File: config.mk
export PLATFORM = sky130hd
export DESIGN_NAME = spike_event_tx
export DESIGN_NICKNAME = d
export VERILOG_FILES = /design/src/rtl/spike_event_tx_pkg.sv /design/src/rtl/spike_event_tx_sync_fifo.sv /design/src/rtl/spike_event_tx.sv
export SDC_FILE = /design/constraint.sdc
export NUM_CORES = 1
export LEC_CHECK = 0
export CAP_MARGIN = 20
export CORE_UTILIZATION = 58
export DETAILED_ROUTE_END_ITERATION = 16
export GPL_ROUTABILITY_DRIVEN = 0
export PLACE_DENSITY_LB_ADDON = 0.05
export SLEW_MARGIN = 40
export SYNTH_ARGS = -nofsm -noshare
export SYNTH_HDL_FRONTEND = slang
export SYNTH_HIERARCHICAL = 1
export SYNTH_SLANG_ARGS = --single-unit
File: constraint.sdc
create_clock -name clk -period 4.8 [get_ports clk]
set_clock_uncertainty 0.1 [all_clocks]
set_input_delay 0.96 -clock clk [delete_from_list [all_inputs] [get_ports clk]]
set_output_delay 0.96 -clock clk [all_outputs]
set_load 0.02 [all_outputs]
File: src/rtl/spike_event_tx_pkg.sv
// Shared definitions for the spike event link: handshake states and the default event width.
package spike_event_tx_pkg;

    localparam int DEF_ID_WIDTH = 4;

    typedef enum logic [1:0] {
        IDLE    = 2'd0,
        REQ     = 2'd1,
        RELEASE = 2'd2
    } hs_state_e;

endpackage

File: src/rtl/spike_event_tx_sync_fifo.sv
// Single-clock FIFO with free-running wrapping pointers and a separate occupancy counter.
module sync_fifo #(
    parameter int WIDTH = 4,
    parameter int DEPTH = 4
) (
    input  logic                     clk_i,
    input  logic                     rst_i,
    input  logic                     push_i,
    input  logic [WIDTH-1:0]         wdata_i,
    input  logic                     pop_i,
    output logic [WIDTH-1:0]         rdata_o,
    output logic                     full_o,
    output logic                     empty_o,
    output logic [$clog2(DEPTH):0]   count_o
);

    localparam int AW = $clog2(DEPTH);
    localparam int CW = AW + 1;

    logic [WIDTH-1:0] mem_q [DEPTH];
    logic [AW-1:0]    wr_ptr_q, rd_ptr_q;
    logic [CW-1:0]    count_q;
    logic             do_push, do_pop;

    assign full_o  = (count_q == CW'(DEPTH));
    assign empty_o = (count_q == '0);
    assign count_o = count_q;
    assign rdata_o = mem_q[rd_ptr_q];

    // Guarded here too so a careless caller can never corrupt the occupancy.
    assign do_push = push_i && !full_o;
    assign do_pop  = pop_i && !empty_o;

    always_ff @(posedge clk_i or posedge rst_i) begin
        if (rst_i) begin
            wr_ptr_q <= '0;
            rd_ptr_q <= '0;
            count_q  <= '0;
        end else begin
            if (do_push) wr_ptr_q <= wr_ptr_q + AW'(1);
            if (do_pop)  rd_ptr_q <= rd_ptr_q + AW'(1);
            count_q <= count_q + CW'(do_push) - CW'(do_pop);
        end
    end

    always_ff @(posedge clk_i) begin
        if (do_push) mem_q[wr_ptr_q] <= wdata_i;
    end

endmodule

File: src/rtl/spike_event_tx.sv
// Spike event transmitter: buffers neuron indices and hands them to the host over a 4-phase req/ack link.
module spike_event_tx
    import spike_event_tx_pkg::*;
#(
    parameter int ID_WIDTH   = DEF_ID_WIDTH,
    parameter int FIFO_DEPTH = 4
) (
    input  logic                          clk,
    input  logic                          reset,
    input  logic                          event_valid_in,
    input  logic [ID_WIDTH-1:0]           event_id_in,
    output logic                          event_ready_out,
    input  logic                          ack_in,
    output logic                          req_out,
    output logic [ID_WIDTH-1:0]           data_out,
    output logic                          overflow_out,
    output logic [$clog2(FIFO_DEPTH):0]   fifo_count_out
);

    hs_state_e           state_q, state_d;
    logic                req_q, req_d;
    logic [ID_WIDTH-1:0] data_q, data_d;
    logic                overflow_q;
    logic                ack_meta_q, ack_s_q;

    logic                fifo_full, fifo_empty, push, pop;
    logic [ID_WIDTH-1:0] fifo_head;

    assign event_ready_out = !fifo_full;
    assign push            = event_valid_in && event_ready_out;

    sync_fifo #(
        .WIDTH (ID_WIDTH),
        .DEPTH (FIFO_DEPTH)
    ) u_fifo (
        .clk_i   (clk),
        .rst_i   (reset),
        .push_i  (push),
        .wdata_i (event_id_in),
        .pop_i   (pop),
        .rdata_o (fifo_head),
        .full_o  (fifo_full),
        .empty_o (fifo_empty),
        .count_o (fifo_count_out)
    );

    always_ff @(posedge clk or posedge reset) begin
        if (reset) begin
            ack_meta_q <= 1'b0;
            ack_s_q    <= 1'b0;
            overflow_q <= 1'b0;
        end else begin
            ack_meta_q <= ack_in;
            ack_s_q    <= ack_meta_q;
            overflow_q <= overflow_q | (event_valid_in & fifo_full);
        end
    end

    always_ff @(posedge clk or posedge reset) begin
        if (reset) begin
            state_q <= IDLE;
            req_q   <= 1'b0;
            data_q  <= '0;
        end else begin
            state_q <= state_d;
            req_q   <= req_d;
            data_q  <= data_d;
        end
    end

    // A stale ack still high in IDLE blocks new requests until the host lowers it.
    always_comb begin
        state_d = state_q;
        req_d   = req_q;
        data_d  = data_q;
        pop     = 1'b0;
        case (state_q)
            IDLE: begin
                if (!fifo_empty && !ack_s_q) begin
                    data_d  = fifo_head;
                    req_d   = 1'b1;
                    state_d = REQ;
                end
            end
            REQ: begin
                if (ack_s_q) begin
                    pop     = 1'b1;
                    req_d   = 1'b0;
                    state_d = RELEASE;
                end
            end
            RELEASE: begin
                if (!ack_s_q) state_d = IDLE;
            end
            default: state_d = IDLE;
        endcase
    end

    assign req_out      = req_q;
    assign data_out     = data_q;
    assign overflow_out = overflow_q;

endmodule

==> results <==
- The final layout contains 128 nets.
- The final critical path takes up between 60% and 70% of the cycle.
- Global routing used 21.4% of the available tracks.
- The number of gates given a new drive strength after cts is 0.
- The detailed-route wire length is 2.39 mm.
- The post-synth design cell area is 1450 sq um.
- The final setup slack of the worst path is around 1.7 ns.
- The signal on the critical path passes through clkdlybuf4s50_1 -> nor2b_1 -> nand2b_1 -> ha_1 -> inv_1 -> ha_1 -> fa_1 -> xor2_1 -> xnor2_1.
- The total via count after detailed routing is ~770.
- The total leakage power is 0.688 nW.
- The worst path in the final design needs a cycle of between 3 and 4 ns, including I/O delays and setup.
- The clock root buffer master is clkbuf_4.
- The kind of path behind the tightest hold check is register to register.
- The total of buffers placed on input and output ports is 17.
- In this run the critical register-to-register path is launched from u_fifo/count_o[2].
- The count of max-cap constraint violations is 0.
- Entering global routing, the biggest net connects 11 pins.
- The signal arrival time at the worst endpoint is around 3.3 ns.
- The share of the yosys chip area belonging to registers is ~63%.
- The run finished with clean final reports.
- Setup repair after global routing left no endpoint under its margin.
- The delay of the slowest critical-path stage is about 0.47 ns.
- The type of the setup path with the least slack is input pin to register.
- The peak clock frequency supported by timing is about 320 MHz.
- For this run, design rule violations remaining after detail routing come to 0.
- The TritonCTS clock tree is built.
- After filler insertion, the fill cell instance count of the layout stands at between 150 and 200.
- Total power for the finished layout comes to 1.10 mW.
- The final setup TNS is 0 ns.
- Broken down by cell family, the worst path's largest delay share belongs to adder cells.
- The total power density per cell area is between 600 and 700 nW/um^2.
- The die is between 50 and 60 um tall.
- The via count of the first global-routing pass is between 700 and 800.
- The number of warnings printed during yosys synthesis is 6.
- The global-route congestion overflow total is 0.
- The clock sink count is 33.
- The end of the worst register-to-register path is u_fifo/count_o[2].
- Averaged over all synthesized cells, the footprint is 15.9 sq um.
- The via-per-instance ratio is ~5.4.
- The initial antenna violation count was 0.
- The post-detailed-placement half-perimeter wirelength is 1.72 mm.
- In this run the tightest slew margin relative to its limit is between 60 and 70%.
- Setup violations remaining at the end of the flow were counted as 0.
- The most numerous cell type found on the critical path is ha_1.
- The master of the slowest instance on the critical path is clkdlybuf4s50_1.
- In this run the register-to-register setup slack is between 2 and 2.5 ns.
- The required time at the worst-slack endpoint is just under 5 ns.
- The overall die area is 2700 sq um.
- For this design, the CTS-stage hold fixing added 0 buffers.
- The slew of the pin with the lowest slew margin is approximately 0.5 ns.
- The final core utilization is between 70% and 80%.
- The clock tree synthesis step divided the H-tree into 2 levels.
- The critical path contains buffers and inverters numbering 2 combined.
- The later-pin clock latency in the skew report is ~0.32 ns.
- The number of max-slew violations in the final report is 0.
- After detailed routing, the average wire length per cell comes to around 17 um.
- The global-route wire length before repair is 3.82 mm.
- Counting the buffers created by CTS gives 5.
- The row count is 17.
- The number of setup buffers added after CTS is 0.
- In this run, the number of DRC markers left after iteration 0 of detailed routing was 15.
- Of the cells placed in the final design, the portion with a size suffix greater than 1 is ~15%.
- In this run the worst path has a maximum fanout of 9.
- The number of antenna-violating nets in the routed design is 0.
- In this run, synthesis produced a sequential element count of 33.
- Compared with the post-synthesis result, the final layout area differs by 18.7%.
- The worst setup path is captured at a register.
- Counting along the longest clock path gives a buffer depth of 2.
- In this run the count of I/O pins placed on the die edge is 18.
- After synthesis, the netlist uses 27 different library cells.
- The number of instances on the worst hold path is 0.
- In this run the standard cell core region covers approximately 2300 sq um.
- For this run, the detailed router's first-pass iteration total came to 4.
- After technology mapping, the gate count stands at just over 90.
- The number of nets handed over by synthesis was approximately 110.
- For the worst flop-to-flop path, the logic depth is 9.
- The starting density of the core is 63.7%.
- The worst slack after detailed placement is ~1.4 ns.
- The hold violation total from the final report is 0.
- The worst setup path is launched from an input pin.
- The chip width is 52.0 um.
- Across the VDD grid, the largest voltage drop is between 400 and 500 uV.
- The hold path startpoint is ack_meta_q.
- The number of diodes added for antenna fixing is 0.
- For hold timing, the worst endpoint is ack_s_q.
- The clock-pin slew of the registers on the worst-case setup and hold paths is 0.10 ns.
[cells in the mapped netlist]
cell type,instances,area share (%)
fa_1,1,1.4
a21o_1,1,0.52
nand4bb_1,2,1.6
a211oi_1,1,0.52
o211ai_1,2,1.0
and2b_1,1,0.52
dfrtp_1,17,29
nor3b_4,1,1.3
inv_1,10,2.6
xnor2_1,3,1.8
mux2_2,4,3.1
a211o_1,1,0.60
nor3_1,1,0.35
nor4_4,1,1.5
nor2b_1,1,0.43
nand2b_1,5,2.2
mux4_2,4,6.2
o311ai_1,1,0.60
edfxtp_1,16,33
nand2_1,1,0.26
nor2_1,1,0.26
ha_1,6,5.2
xor2_1,2,1.2
buf_2,2,0.69
and2_1,1,0.43
o31ai_2,1,0.86
and3b_1,4,2.4
[kinds of logic (layout without fill, tap and decap cells)]
| logic type | after synthesis | in the layout | share of synthesized area, % |
|---|---|---|---|
| XOR/XNOR | 5 | 5 | 3.02 |
| flip-flops | 33 | 33 | 62.5 |
| AO/OA/AOI/OAI | 7 | 7 | 4.15 |
| AND/OR/NAND/NOR | 19 | 19 | 11.1 |
| buffers and inverters | 12 | 35 | 3.28 |
| adder cells (fa/ha/maj) | 7 | 7 | 6.56 |
| multiplexers | 8 | 8 | 9.33 |
[power by group]
part / leakage, nW / switching, mW / internal (mW)
Clock: 0.0399 / 0.0885 / 0.108
Sequential: 0.344 / 0.0997 / 0.391
Combinational: 0.305 / 0.191 / 0.225
[layer usage]
layer,global-route usage (%),wire [um]
met5,0,0
met4,10.4,17
met3,6.14,69
met2,34.2,1180
met1,26.6,1120
[layout by cell type, fill, tap and decap left out]
master	instances
fa_1	1
xnor2_1	3
nor4_4	1
inv_1	10
and2b_1	1
ha_1	6
nor3_1	1
bufinv_16	1
dfrtp_1	17
clkdlybuf4s50_1	17
mux2_2	4
o311ai_1	1
edfxtp_1	16
nor3b_4	1
nor2b_1	1
clkinv_1	1
clkbuf_1	1
o31ai_2	1
and2_1	1
a211oi_1	1
xor2_1	2
nand2_1	1
nor2_1	1
mux4_2	4
and3b_1	4
o211ai_1	2
nand4bb_1	2
a21o_1	1
clkbuf_4	5
nand2b_1	5
a211o_1	1
[cell type report]
type | count | area (sq um) | share of cell area (%)
Sequential cell | 33 | 906 | 52.7
Multi-Input combinational cell | 46 | 495 | 28.8
Timing Repair Buffer | 17 | 170 | 9.90
Clock buffer | 6 | 41.3 | 2.40
Inverter | 10 | 37.5 | 2.18
Tap cell | 28 | 35.0 | 2.04
Clock inverter | 2 | 33.8 | 1.97
[sequential cells by signal (all words and copies together), names as in the netlist]
name / count
ack_meta_q: 1
ack_s_q: 1
data_out: 4
overflow_out: 1
req_out: 1
state_q: 2
u_fifo/count_o: 3
u_fifo/mem_q: 16
u_fifo/rd_ptr_q: 2
u_fifo/wr_ptr_q: 2
[metrics by stage]
step | hold slack (ns) | area (sq um) | std cells
after floorplan | 0.231 | 1450 | 91
final | 0.255 | 1720 | 142
after global placement | 0.233 | 1640 | 134
after detailed placement | 0.237 | 1640 | 134
after global routing | 0.262 | 1720 | 142
after CTS | 0.259 | 1720 | 142
[worst max-delay path by stage]
stage	startpoint	endpoint	slack (ns)	cells past startpoint
final	event_valid_in	u_fifo/count_o[2]	1.67	9
after global routing	event_valid_in	u_fifo/count_o[2]	1.54	9
after CTS	event_valid_in	u_fifo/count_o[2]	1.69	9
after detailed placement	event_valid_in	u_fifo/count_o[2]	1.37	9
after global placement	event_valid_in	u_fifo/count_o[2]	1.42	9
after floorplan	event_valid_in	u_fifo/count_o[2]	2.01	8
(Power assumes the default switching activity.)
==> patch 1: new RTL, same settings <==
Encoding of `hs_state_e`: now one-hot (3 bits for 3 states).
--- a/src/rtl/spike_event_tx_pkg.sv
+++ b/src/rtl/spike_event_tx_pkg.sv
@@ -4,8 +4,8 @@
     localparam int DEF_ID_WIDTH = 4;
 
-    typedef enum logic [1:0] {
-        IDLE    = 2'd0,
-        REQ     = 2'd1,
-        RELEASE = 2'd2
+    typedef enum logic [2:0] {
+        IDLE    = 3'b001,
+        REQ     = 3'b010,
+        RELEASE = 3'b100
     } hs_state_e;
 
Behaviour: no difference found for any inputs over 10 cycles, from zero or initial values and one cycle with reset high; not proved beyond that.
==> patch 1 against the unedited design <==
- sequential cell count rose by 1
- sequential share of layout area barely moved
- worst setup slack improved by 0.13 ns
- clock power fell by 27%
- power fell by 0.70%
- cell count rose by 7.7%
- design area rose by 2.9%
- wire length rose by 0.63%
- area after synthesis rose by 5.4%
==> patch 1: results (changes against the unedited design) <==
| Metric | Value |
|---|---|
| Final nets | `137 (was 128)` |
| Most instantiated cells after synthesis | `dfrtp_1, edfxtp_1, inv_1, ha_1, nand2b_1 (unchanged)` |
| Synth Instances | `101 (was 91)` |
| Synth cell types | `31 (was 27)` |
| H-tree levels | `2 (unchanged)` |
| Layout clock area frac | `2.83% (was 4.37%)` |
| VDD IR max | `0.453 mV (was 0.454 mV)` |
| Top Layer Used | `met4 (unchanged)` |
| Synth top area share | `31.5% (was 33.2%)` |
| Root Buffer | `clkbuf_4 (unchanged)` |
| Initial antenna violation count | `0 (unchanged)` |
| IO buf count | `17 (unchanged)` |
| Final HPWL DP | `1830 um (was 1720 um)` |
| Status | `complete, no violations (unchanged)` |
| Ys flop type | `dfrtp_1 (unchanged)` |
| Slew @ Worst Pin | `0.427 ns (was 0.502 ns)` |
| Bufs w/o clock | `17 (unchanged)` |
| Post-Place Cells | `145 (was 134)` |
| Leak pwr | `0.719 nW (was 0.688 nW)` |
| Post-CTS sizing | `0 (unchanged)` |
| 1st-iter DRT viols | `23 (was 15)` |
| Metal2 WL | `1220 um (was 1180 um)` |
| Synthesized Nets | `116 (was 106)` |
| Total Wirelength | `2410 um (was 2390 um)` |
| GRT met3 Usage | `6.03% (was 6.14%)` |
| Synth async-reset ratio | `52.9% (was 51.5%)` |
| Largest net degree at the start of global routing | `12 (was 11)` |
| Flops & latches, synth | `34 (was 33)` |
| Met1 Use GR | `23.1% (was 26.6%)` |
| Multi-input comb cells | `54 (was 46)` |
| Slowest stage delay, CP | `0.46 ns` |
| First-pass iteration count of the detailed router | `4 (unchanged)` |
| Met2 GRT Util | `33.1% (was 34.2%)` |
| CTS clk-pin slew, worst paths | `0.10 ns (about the same)` |
| Num CTS Buffers | `5 (unchanged)` |
| Number of flip-flops in the largest register | `16 (unchanged)` |
| Largest Register | `u_fifo/mem_q (unchanged)` |
| Worst Min Path Start | `ack_meta_q (unchanged)` |
| Vias in the first global route | `827 (was 793)` |
| Multi-input gate area | `542 um^2 (was 495 um^2)` |
| Vias | `851 (was 773)` |
| WL per Instance | `15.7 um (was 16.8 um)` |
| Worst-path fanout max | `9 (unchanged)` |
| Worst skew pair latency | `0.32 ns (about the same)` |
| First-pass GRT wire length | `3750 um (was 3820 um)` |
| Sequential area share after synthesis | `61.1% (was 62.5%)` |
| Sequential cell area | `932 um^2 (was 906 um^2)` |
| Critical Path AT | `3.10 ns (was 3.27 ns)` |
| Hold Path Class | `register to register (unchanged)` |
| Crit path from | `event_valid_in (unchanged)` |
| M1 WL | `1070 um (was 1120 um)` |
| Number of non-clock inverters | `10 (unchanged)` |
| Global Route Usage Sum | `20.2% (was 21.4%)` |
| Fillers | `178 (was 154)` |
| Family with the most delay on the worst path | `adder cells (unchanged)` |
| Synth area leaders | `edfxtp_1, dfrtp_1, mux4_2, ha_1, mux2_4 (was edfxtp_1, dfrtp_1, mux4_2, ha_1, mux2_2)` |
| Ratio of cells with drive above 1 in the final layout | `16.3% (was 14.9%)` |
| Buffering overhead | `9.62% (was 9.90%)` |
| DR WL met3 | `77 um (was 69 um)` |
==> patch 1: cell count changes in the layout (fill, tap and decap cells not counted), moves of 2 or more <==
cell | unedited run | this run
mux2_2 | 4 | 0
mux2_4 | 0 | 4
nor2_1 | 1 | 3
o21ai_0 | 0 | 2
==> patch 1: path summary, 6_finish.rpt <==
path / end / slack, ns / cells past startpoint
max in group asynchronous: state_q[0] / 3.42 / 2
setup reg to reg: u_fifo/count_o[2] / 2.19 / 9
hold reg to reg: ack_s_q / 0.28 / 0
min in group asynchronous: u_fifo/rd_ptr_q[1] / 0.78 / 2
setup / recovery: u_fifo/count_o[2] / 1.80 / 9
hold / removal: ack_s_q / 0.28 / 0
==> patch 1: cells by family (layout without fill, tap and decap cells) <==
logic type               count (synthesis)  after routing  share of synthesized area, %
flip-flops                              34             34                          61.1
AND/OR/NAND/NOR                         24             24                          11.6
buffers and inverters                   13             35                          3.44
AO/OA/AOI/OAI                           10             10                          4.92
multiplexers                             8              8                          9.84
adder cells (fa/ha/maj)                  7              7                          6.23
XOR/XNOR                                 5              5                          2.87
==> patch 1: stage by stage <==
| step | area, um^2 | hold slack [ns] | setup slack (ns) | util, % |
|---|---|---|---|---|
| floorplan | 1530 | 0.231 | 2.10 | - |
| global placement | 1720 | 0.235 | 1.52 | 69.4 |
| detailed placement | 1720 | 0.265 | 1.45 | 69.4 |
| CTS | 1770 | 0.288 | 1.81 | 71.4 |
| global route | 1770 | 0.300 | 1.64 | 71.4 |
| finish | 1770 | 0.281 | 1.80 | 71.4 |
==> patch 1: power breakdown <==
group	switching, W	internal (W)	total, W
Clock	0.0000891	0.0000550	0.000144
Combinational	0.000194	0.000246	0.000440
Sequential	0.000107	0.000405	0.000513
Total	0.000390	0.000707	0.00110
==> patch 2: new RTL, same flow settings <==
Without the edit above. Set the parameter `FIFO_DEPTH` to 2 (it was 4).
--- a/src/rtl/spike_event_tx.sv
+++ b/src/rtl/spike_event_tx.sv
@@ -4,5 +4,5 @@
 #(
     parameter int ID_WIDTH   = DEF_ID_WIDTH,
-    parameter int FIFO_DEPTH = 4
+    parameter int FIFO_DEPTH = 2
 ) (
     input  logic                          clk,
Ports: changed (resized fifo_count_out); port bits go from 18 to 17. No check against the original RTL was run, so the function may have changed too.
==> patch 2 against the unedited design <==
- wire length fell by 42%
- clock power fell by 59%
- register-to-register slack better by 0.82 ns
- cell count is 35% lower
- power is 40% lower
- worst setup slack gained 0.47 ns
- area after synthesis is 39% lower
- sequential cell count fell by 11
- critical path depth down 5
- sequential power decreased by 37%
- design area down 37%
- largest cell class unchanged
- highest routed layer unchanged
==> patch 2: results (changes against the unedited design) <==
| Metric | Value |
|---|---|
| Sequential area share after synthesis | `67.1% (was 62.5%)` |
| Most instantiated cells after synthesis | `dfrtp_1, edfxtp_1, mux2_2, inv_1 (was dfrtp_1, edfxtp_1, inv_1, ha_1, nand2b_1)` |
| Critical Path AT | `1.59 ns (was 3.27 ns)` |
| Met2 GRT Util | `38.7% (was 34.2%)` |
| Leak pwr | `0.452 nW (was 0.688 nW)` |
| Status | `complete, no violations (unchanged)` |
| Routed vias/inst | `5.37 (was 5.44)` |
| Vias in the first global route | `466 (was 793)` |
| Met1 Use GR | `25.0% (was 26.6%)` |
| Worst-path fanout max | `4 (was 9)` |
| First-pass GRT wire length | `2120 um (was 3820 um)` |
| Total Wirelength | `1390 um (was 2390 um)` |
| Cell Area, Placed | `1060 um^2 (was 1640 um^2)` |
| Final HPWL DP | `1080 um (was 1720 um)` |
| Final nets | `89 (was 128)` |
| Largest net degree at the start of global routing | `13 (was 11)` |
| Synth area leaders | `dfrtp_1, edfxtp_1, mux2_2, xnor2_1, ha_1 (was edfxtp_1, dfrtp_1, mux4_2, ha_1, mux2_2)` |
| Place WS | `2.06 ns (was 1.37 ns)` |
| GRT met3 Usage | `3.26% (was 6.14%)` |
| Synth async-reset ratio | `63.6% (was 51.5%)` |
| H-tree levels | `1 (was 2)` |
| Num CTS Buffers | `3 (was 5)` |
| Vias | `499 (was 773)` |
| Avg Inst Size Synth | `15.2 um^2 (was 15.9 um^2)` |
| Synth cell types | `19 (was 27)` |
| IO buf count | `16 (was 17)` |
[patch 2: worst paths after layout]
path / from / to / slack (ns) / cells after the start
hold / removal: ack_meta_q / ack_s_q / 0.27 / 0
min in group asynchronous: reset / u_fifo/wr_ptr_q / 0.76 / 2
max in group asynchronous: reset / data_out[2] / 3.48 / 2
setup reg to reg: u_fifo/count_o[1] / u_fifo/count_o[1] / 2.89 / 9
setup / recovery: u_fifo/count_o[1] / event_ready_out / 2.15 / 4
hold reg to reg: ack_meta_q / ack_s_q / 0.27 / 0
[patch 2: critical path, delay by kind of cell, from the launching register on]
family,cells,cell delay [ns]
buffers and inverters,3,0.74
flip-flops,1,0.44
AND/OR/NAND/NOR,1,0.13
[patch 2: area by class of cell]
type | count | area (um^2)
sequential | 22 | 591
multi-input combinational | 30 | 267
fill | 87 | 265
timing repair buffer | 16 | 160
clock buffer | 3 | 22.5
inverter | 6 | 22.5
tap | 15 | 18.8
clock inverter | 1 | 3.75
[patch 2: kinds of logic after synthesis]
group | Yosys count | share of synthesized area [%]
multiplexers | 8 | 10.2
adder cells (fa/ha/maj) | 2 | 2.84
XOR/XNOR | 5 | 4.98
buffers and inverters | 6 | 2.56
AND/OR/NAND/NOR | 12 | 9.53
AO/OA/AOI/OAI | 3 | 2.70
flip-flops | 22 | 67.1
[patch 2: layer usage]
layer  wire, um  vias up
met1        544      240
li1           -      242
met3         57        2
met5          0        -
met2        771       15
met4         19        0
[patch 2: where the power goes]
group          leakage [nW]  switching [W]  internal [W]  total [W]
Sequential            0.235      0.0000479      0.000261   0.000309
Clock                0.0154      0.0000501     0.0000302  0.0000803
Combinational         0.201       0.000130      0.000145   0.000275
Total                 0.452       0.000228      0.000436   0.000664
